[config.mk]
export PLATFORM = sky130hd
export DESIGN_NAME = mac_tx_gen
export DESIGN_NICKNAME = d
export VERILOG_FILES = /design/src/rtl/mac_gen_pkg.sv /design/src/rtl/mac_gen_lfsr.sv /design/src/rtl/mac_tx_gen.sv
export SDC_FILE = /design/constraint.sdc
export NUM_CORES = 1
export LEC_CHECK = 0
export ABC_AREA = 0
export CORE_MARGIN = 3
export CORE_UTILIZATION = 50
export DETAILED_ROUTE_END_ITERATION = 12
export PLACE_DENSITY = 0.73
export SYNTH_ARGS = -nofsm -noshare
export SYNTH_HDL_FRONTEND = slang
export SYNTH_SLANG_ARGS = --single-unit
[constraint.sdc]
create_clock -name Clk_user -period 3.3 [get_ports Clk_user]
set_clock_uncertainty 0.15 [all_clocks]
set_input_delay 0.66 -clock Clk_user [delete_from_list [all_inputs] [get_ports Clk_user]]
set_output_delay 0.66 -clock Clk_user [all_outputs]
set_load 0.01 [all_outputs]
[src/rtl/mac_gen_pkg.sv]
`default_nettype none
// ============================================================================
// mac_gen_pkg : shared types, frame constants and helpers for the MAC TX generator
// Rev 1.0
// ============================================================================
package mac_gen_pkg;

    typedef enum logic [1:0] {
        MODE_INC   = 2'd0,
        MODE_LFSR  = 2'd1,
        MODE_PAUSE = 2'd2,
        MODE_RSVD  = 2'd3
    } mode_e;

    typedef enum logic [1:0] {
        ST_IDLE = 2'd0,
        ST_SOP  = 2'd1,
        ST_DATA = 2'd2,
        ST_GAP  = 2'd3
    } state_e;

    localparam logic [15:0] MIN_LEN        = 16'd60;
    localparam logic [15:0] MAX_LEN        = 16'd1514;
    localparam logic [47:0] PAUSE_DA       = 48'h0180C2000001;
    localparam logic [15:0] ETH_TYPE_PAUSE = 16'h8808;
    localparam logic [15:0] PAUSE_OPCODE   = 16'h0001;
    localparam int          PAUSE_HDR_BYTES = 18;

    function automatic logic [15:0] eff_len(input mode_e mode, input logic [15:0] len);
        if (mode == MODE_PAUSE) return MIN_LEN;
        if (len < MIN_LEN)      return MIN_LEN;
        if (len > MAX_LEN)      return MAX_LEN;
        return len;
    endfunction

    // Byte n of a PAUSE frame; everything past the quanta field is zero pad.
    function automatic logic [7:0] pause_byte(input logic [15:0] n,
                                              input logic [47:0] sa,
                                              input logic [15:0] quanta);
        logic [8*PAUSE_HDR_BYTES-1:0] hdr;
        hdr = {PAUSE_DA, sa, ETH_TYPE_PAUSE, PAUSE_OPCODE, quanta};
        if (n >= 16'(PAUSE_HDR_BYTES)) return 8'h00;
        return hdr[8*(PAUSE_HDR_BYTES-1-int'(n)) +: 8];
    endfunction

endpackage
`default_nettype wire

[src/rtl/mac_gen_lfsr.sv]
`default_nettype none
// ============================================================================
// mac_gen_lfsr : 32-bit Galois LFSR, x^32+x^22+x^2+x+1, sync load and enable
// Rev 1.0
// ============================================================================
module mac_gen_lfsr #(
    parameter logic [31:0] SEED = 32'hFFFFFFFF
) (
    input  logic        clk,
    input  logic        i_load,
    input  logic        i_en,
    output logic [31:0] o_state
);
    localparam logic [31:0] TAP_MASK = 32'h80200003;

    logic [31:0] r_state;

    always_ff @(posedge clk) begin
        if (i_load)
            r_state <= SEED;
        else if (i_en)
            r_state <= r_state[0] ? ((r_state >> 1) ^ TAP_MASK) : (r_state >> 1);
    end

    assign o_state = r_state;

endmodule
`default_nettype wire

[src/rtl/mac_tx_gen.sv]
`default_nettype none
// ============================================================================
// mac_tx_gen : burst packet generator (incrementing / LFSR / PAUSE) for a MAC TX port
// Rev 1.0
// ============================================================================
module mac_tx_gen
    import mac_gen_pkg::*;
#(
    parameter int          DATA_W    = 32,
    parameter int          BE_W      = $clog2(DATA_W/8),
    parameter int          IPG_CYC   = 12,
    parameter logic [47:0] SRC_MAC   = 48'h000000000001,
    parameter logic [31:0] LFSR_SEED = 32'hFFFFFFFF
) (
    input  logic              Clk_user,
    input  logic              Reset,
    input  logic              Start,
    input  logic              Stop,
    input  logic [1:0]        Mode,
    input  logic [15:0]       Pkt_len,
    input  logic [15:0]       Pkt_cnt,
    input  logic [15:0]       Pause_quanta,
    input  logic              Tx_mac_wa,
    output logic              Tx_mac_wr,
    output logic [DATA_W-1:0] Tx_mac_data,
    output logic [BE_W-1:0]   Tx_mac_BE,
    output logic              Tx_mac_sop,
    output logic              Tx_mac_eop,
    output logic              Busy,
    output logic              Done,
    output logic [15:0]       Sent_cnt
);
    localparam int BPW      = DATA_W / 8;
    localparam int LOG2_BPW = $clog2(BPW);

    state_e      r_state, w_state_nxt;
    mode_e       r_mode, w_mode_in;
    logic [15:0] r_len, r_last_idx, r_widx, r_left, r_gap, r_sent, r_quanta;
    logic        r_cont, r_stop_pend;
    logic        w_start_acc, w_issue, w_last, w_done, w_more, w_lfsr_load, w_lfsr_en;
    logic [15:0] w_len_in, w_base;
    logic [31:0] w_lfsr;
    logic [DATA_W-1:0] w_word, w_lfsr_word;

    assign w_start_acc = (r_state == ST_IDLE) && Start;
    assign w_mode_in   = (Mode == 2'd3) ? MODE_INC : mode_e'(Mode);
    assign w_len_in    = eff_len(w_mode_in, Pkt_len);
    // A Stop arriving on the final gap cycle still ends the burst there.
    assign w_more      = (r_cont || (r_left != 16'd0)) && !r_stop_pend && !Stop;

    always_ff @(posedge Clk_user) begin
        if (Reset)
            r_state <= ST_IDLE;
        else
            r_state <= w_state_nxt;
    end

    always_comb begin
        w_state_nxt = r_state;
        w_issue     = 1'b0;
        w_last      = 1'b0;
        w_done      = 1'b0;
        case (r_state)
            ST_IDLE: if (Start) w_state_nxt = ST_SOP;
            ST_SOP: begin
                if (Tx_mac_wa) begin
                    w_issue     = 1'b1;
                    w_state_nxt = ST_DATA;
                end
            end
            ST_DATA: begin
                if (Tx_mac_wa) begin
                    w_issue = 1'b1;
                    if (r_widx == r_last_idx) begin
                        w_last      = 1'b1;
                        w_state_nxt = ST_GAP;
                    end
                end
            end
            ST_GAP: begin
                if (r_gap == 16'd0) begin
                    if (w_more) begin
                        w_state_nxt = ST_SOP;
                    end else begin
                        w_state_nxt = ST_IDLE;
                        w_done      = 1'b1;
                    end
                end
            end
            default: w_state_nxt = ST_IDLE;
        endcase
    end

    assign w_lfsr_load = Reset || w_start_acc;
    assign w_lfsr_en   = w_issue && (r_mode == MODE_LFSR);

    mac_gen_lfsr #(
        .SEED    (LFSR_SEED)
    ) u_lfsr (
        .clk     (Clk_user),
        .i_load  (w_lfsr_load),
        .i_en    (w_lfsr_en),
        .o_state (w_lfsr)
    );

    assign w_base      = r_widx << LOG2_BPW;
    assign w_lfsr_word = {(DATA_W/32){w_lfsr}};

    // Per-lane byte mux; bytes beyond the frame length are forced to zero.
    generate
        for (genvar gi = 0; gi < BPW; gi++) begin : g_lane
            logic [15:0] w_n;
            assign w_n = w_base + 16'(gi);
            assign w_word[DATA_W-1-8*gi -: 8] =
                (w_n >= r_len)          ? 8'h00 :
                (r_mode == MODE_LFSR)   ? w_lfsr_word[DATA_W-1-8*gi -: 8] :
                (r_mode == MODE_PAUSE)  ? pause_byte(w_n, SRC_MAC, r_quanta) :
                                          w_n[7:0];
        end
    endgenerate

    always_ff @(posedge Clk_user) begin
        if (Reset) begin
            Tx_mac_wr   <= 1'b0;
            Tx_mac_data <= '0;
            Tx_mac_BE   <= '0;
            Tx_mac_sop  <= 1'b0;
            Tx_mac_eop  <= 1'b0;
            Done        <= 1'b0;
            r_sent      <= 16'd0;
            r_mode      <= MODE_INC;
            r_len       <= MIN_LEN;
            r_last_idx  <= 16'd0;
            r_widx      <= 16'd0;
            r_left      <= 16'd0;
            r_cont      <= 1'b0;
            r_quanta    <= 16'd0;
            r_gap       <= 16'd0;
            r_stop_pend <= 1'b0;
        end else begin
            Tx_mac_wr   <= 1'b0;
            Tx_mac_sop  <= 1'b0;
            Tx_mac_eop  <= 1'b0;
            Tx_mac_data <= '0;
            Tx_mac_BE   <= '0;
            Done        <= w_done;

            if (w_start_acc) begin
                r_mode     <= w_mode_in;
                r_len      <= w_len_in;
                r_last_idx <= (w_len_in - 16'd1) >> LOG2_BPW;
                r_left     <= Pkt_cnt;
                r_cont     <= (Pkt_cnt == 16'd0);
                r_quanta   <= Pause_quanta;
                r_widx     <= 16'd0;
            end

            if (w_issue) begin
                Tx_mac_wr   <= 1'b1;
                Tx_mac_data <= w_word;
                Tx_mac_sop  <= (r_state == ST_SOP);
                Tx_mac_eop  <= w_last;
                Tx_mac_BE   <= w_last ? r_len[BE_W-1:0] : '0;
                r_widx      <= w_last ? 16'd0 : r_widx + 16'd1;
                if (w_last) begin
                    r_sent <= r_sent + 16'd1;
                    if (!r_cont) r_left <= r_left - 16'd1;
                end
            end

            if (w_last)
                r_gap <= 16'(IPG_CYC - 1);
            else if ((r_state == ST_GAP) && (r_gap != 16'd0))
                r_gap <= r_gap - 16'd1;

            if (r_state == ST_IDLE)
                r_stop_pend <= 1'b0;
            else if (Stop)
                r_stop_pend <= 1'b1;
        end
    end

    assign Busy     = (r_state != ST_IDLE);
    assign Sent_cnt = r_sent;

endmodule
`default_nettype wire

==> run metrics <==
status=finished clean; worst-path maximum fanout=9; fin crit period=2.80 ns; Clock Latency Late Sink=0.45 ns; r2r setup slk=0.52 ns; First-pass DRT Iterations=7; initial antenna violation count=0; multi-input logic area=4490 um2; number of post-CTS setup repair buffers=0; Site Rows=47; routed wire length=22,800 um; worst setup margin=0.499 ns; CP max stage delay=0.53 ns; Fillers=1,429; top-level I/O count=110; die height=137 um; final instance area=10,600 um2; first-pass GRT wire length=36,700 um; hold_ws=0.296 ns; max-slew violations=0; Hold-fix buffers, CTS=0; root buffer cell=clkbuf_16; share of layout cells above drive strength 1=0.0719; Final #Nets=1,225; worst rel slew slack=0.538; worst-path cell chain=clkdlybuf4s50_1, nor3b_1, nor4b_4, and4_1, a21oi_1, buf_4, a221o_1; CTS tree=yes; fin util=0.636; Post-Place Cell Area=9950 um2; post-synthesis net count=1,117; Power Dens Cells=599 nW/um2; Synth-to-Final Area Change=23.8%; Req. time, crit path=3.49 ns; nature of the critical path startpoint=primary input; Final Hold Viols=0; H-Tree Depth=4; cell count of the worst reg-to-reg path=8; unrepaired setup endpoints after global routing=false; post-DP HPWL=16,200 um; DR WL/cell=16.5 um; sum of negative setup slack=0 ns; crit path max-delay cell type=clkdlybuf4s50_1; Crit path max-delay family=simple AND/OR/NAND/NOR gates; synth warn=0; most frequent cells in the layout=dfxtp_1 (186), nand2_1 (174), clkdlybuf4s50_1 (108); Finish-stage setup viols=0; GRT Residual Overflow=0; min-delay src=r_len[12]$_SDFFE_PP0P_; Avg Cell Area, Syn=8.26 um2; Tot GR Track Use=0.246; vias in the first global route=7,197; RePlAce Congestion=0.881; # Max-Cap Violations=0; CP Capture Type=register; commonest non-fill, non-tap cell in the layout=dfxtp_1; Post-Synthesis Cells=1,034; antenna viol nets, final=0; Post-Place Worst Slack=0.107 ns; via count=7,905; Final period util=0.849; post-cts sizing count=0; Residual DRC=0; Crit path depth=7; total power=6.34 mW; cts bufs inserted=17; post-synthesis sequential area ratio=0.436; ys flop type=dfxtp_1; FF+latch area=3720 um2; full die area=18,700 um2; EDFF count, synth=0; crit path DAT=2.99 ns; reg-to-reg startpoint=r_widx[3]$_SDFFE_PP0P_; Worst Setup Path Type=in2reg; largest net degree at the start of global routing=66; Ant. Diodes=0; Tightest Hold Check Type=reg2reg; crit path to=r_widx[11]$_SDFFE_PP0P_; flops & latches, synth=186; Core ar.=16,600 um2; via/cell ratio=5.75; Post-synth ARST share=0; reg-to-reg endpoint=Tx_mac_data[18]$_SDFF_PP0_; PortBufs=109; WP buf/inv=2; die width=137 um; Finished Layout Cells=1,375; Highest Clock Rate=357 MHz; Post-Place Cells=1,343; leakage=4.15 nW; Max clock buf depth=2; Iteration-0 DRC Markers=732; Starting Density=0.513; Synth cell types=71; Worst-path clk slew=0.08 ns; cell area after synthesis=8550 um2; worst vdd ir=0.472 mV; Tightest Pin Transition=0.686 ns; Worst Setup SP=Tx_mac_wa; CTS sink cnt=186
## worst min-delay path by stage
stage	depth (start not counted)	to
final	2	r_len[12]$_SDFFE_PP0P_
after global routing	2	r_len[12]$_SDFFE_PP0P_
after CTS	2	r_len[12]$_SDFFE_PP0P_
after detailed placement	2	r_len[12]$_SDFFE_PP0P_
after global placement	2	r_len[11]$_SDFFE_PP0P_
after floorplan	2	r_len[11]$_SDFFE_PP0P_
## where the power goes
group	switching [mW]	internal (mW)	total, mW
logic	0.999	0.627	1.63
clock network	1.06	1.05	2.12
registers	0.161	2.43	2.59
total	2.22	4.11	6.34
## state kept, by name, summed over array words and instances (netlist names), 16 cells and up
register        count
Sent_cnt           16
Tx_mac_data        32
r_gap              16
r_left             16
r_len              16
r_quanta           16
r_widx             16
u_lfsr.o_state     32
## synth_stat cells, types with 5 or more instances
cell type	number	area [um2]
dfxtp_1	186	3720
nand2_1	174	653
nor2_1	97	364
a21oi_1	64	320
nand3_1	62	310
clkbuf_1	42	158
inv_1	33	124
xnor2_1	32	280
ha_1	28	350
nor3_1	22	110
o21ai_0	21	105
nor4_1	18	113
nand4_1	17	106
xor2_1	17	149
and3_1	14	87.6
o21ai_1	14	70.1
a211oi_1	13	97.6
a21o_1	13	97.6
nand2b_1	13	81.3
a31oi_1	11	68.8
o22ai_1	11	68.8
and2_1	9	56.3
a222oi_1	8	80.1
o211ai_1	8	60.1
or3_1	8	50.1
and4_1	7	61.3
nor3b_1	7	52.6
buf_2	5	25.0
o311ai_1	5	43.8
o31ai_1	5	37.5
## logic make-up after synthesis
kind of cell             Yosys count  share of synthesized area
adder cells (fa/ha/maj)           28                     0.0410
AND/OR/NAND/NOR                  477                      0.272
XOR/XNOR                          49                     0.0502
buffers and inverters             85                     0.0398
multiplexers                       2                    0.00249
AO/OA/AOI/OAI                    207                      0.159
flip-flops                       186                      0.436
## routing by layer
layer	GRT usage	wire length (um)	vias to the layer above
li1	-	-	3863
met1	0.350	10500	3705
met2	0.380	10300	306
met3	0.0518	1640	31
met4	0.0683	397	0
met5	0	0	-
## cell type report
type / count / area share
inverter: 33 / 0.0117
clock inverter: 15 / 0.0197
multi-input combinational: 763 / 0.424
tap: 220 / 0.0260
timing repair buffer: 141 / 0.127
sequential: 186 / 0.352
clock buffer: 17 / 0.0402
## worst reg2reg max path, cell delays in order, from the launching register on
cell and delay [ns]:
dfxtp_1 0.73, inv_1 0.18, ha_1 0.25, mux2_2 0.22
o211a_1 0.14, nand4b_1 0.14, nor2_1 0.55, a222oi_1 0.23
nor2_1 0.13
Power figures use the tool's default switching activity.
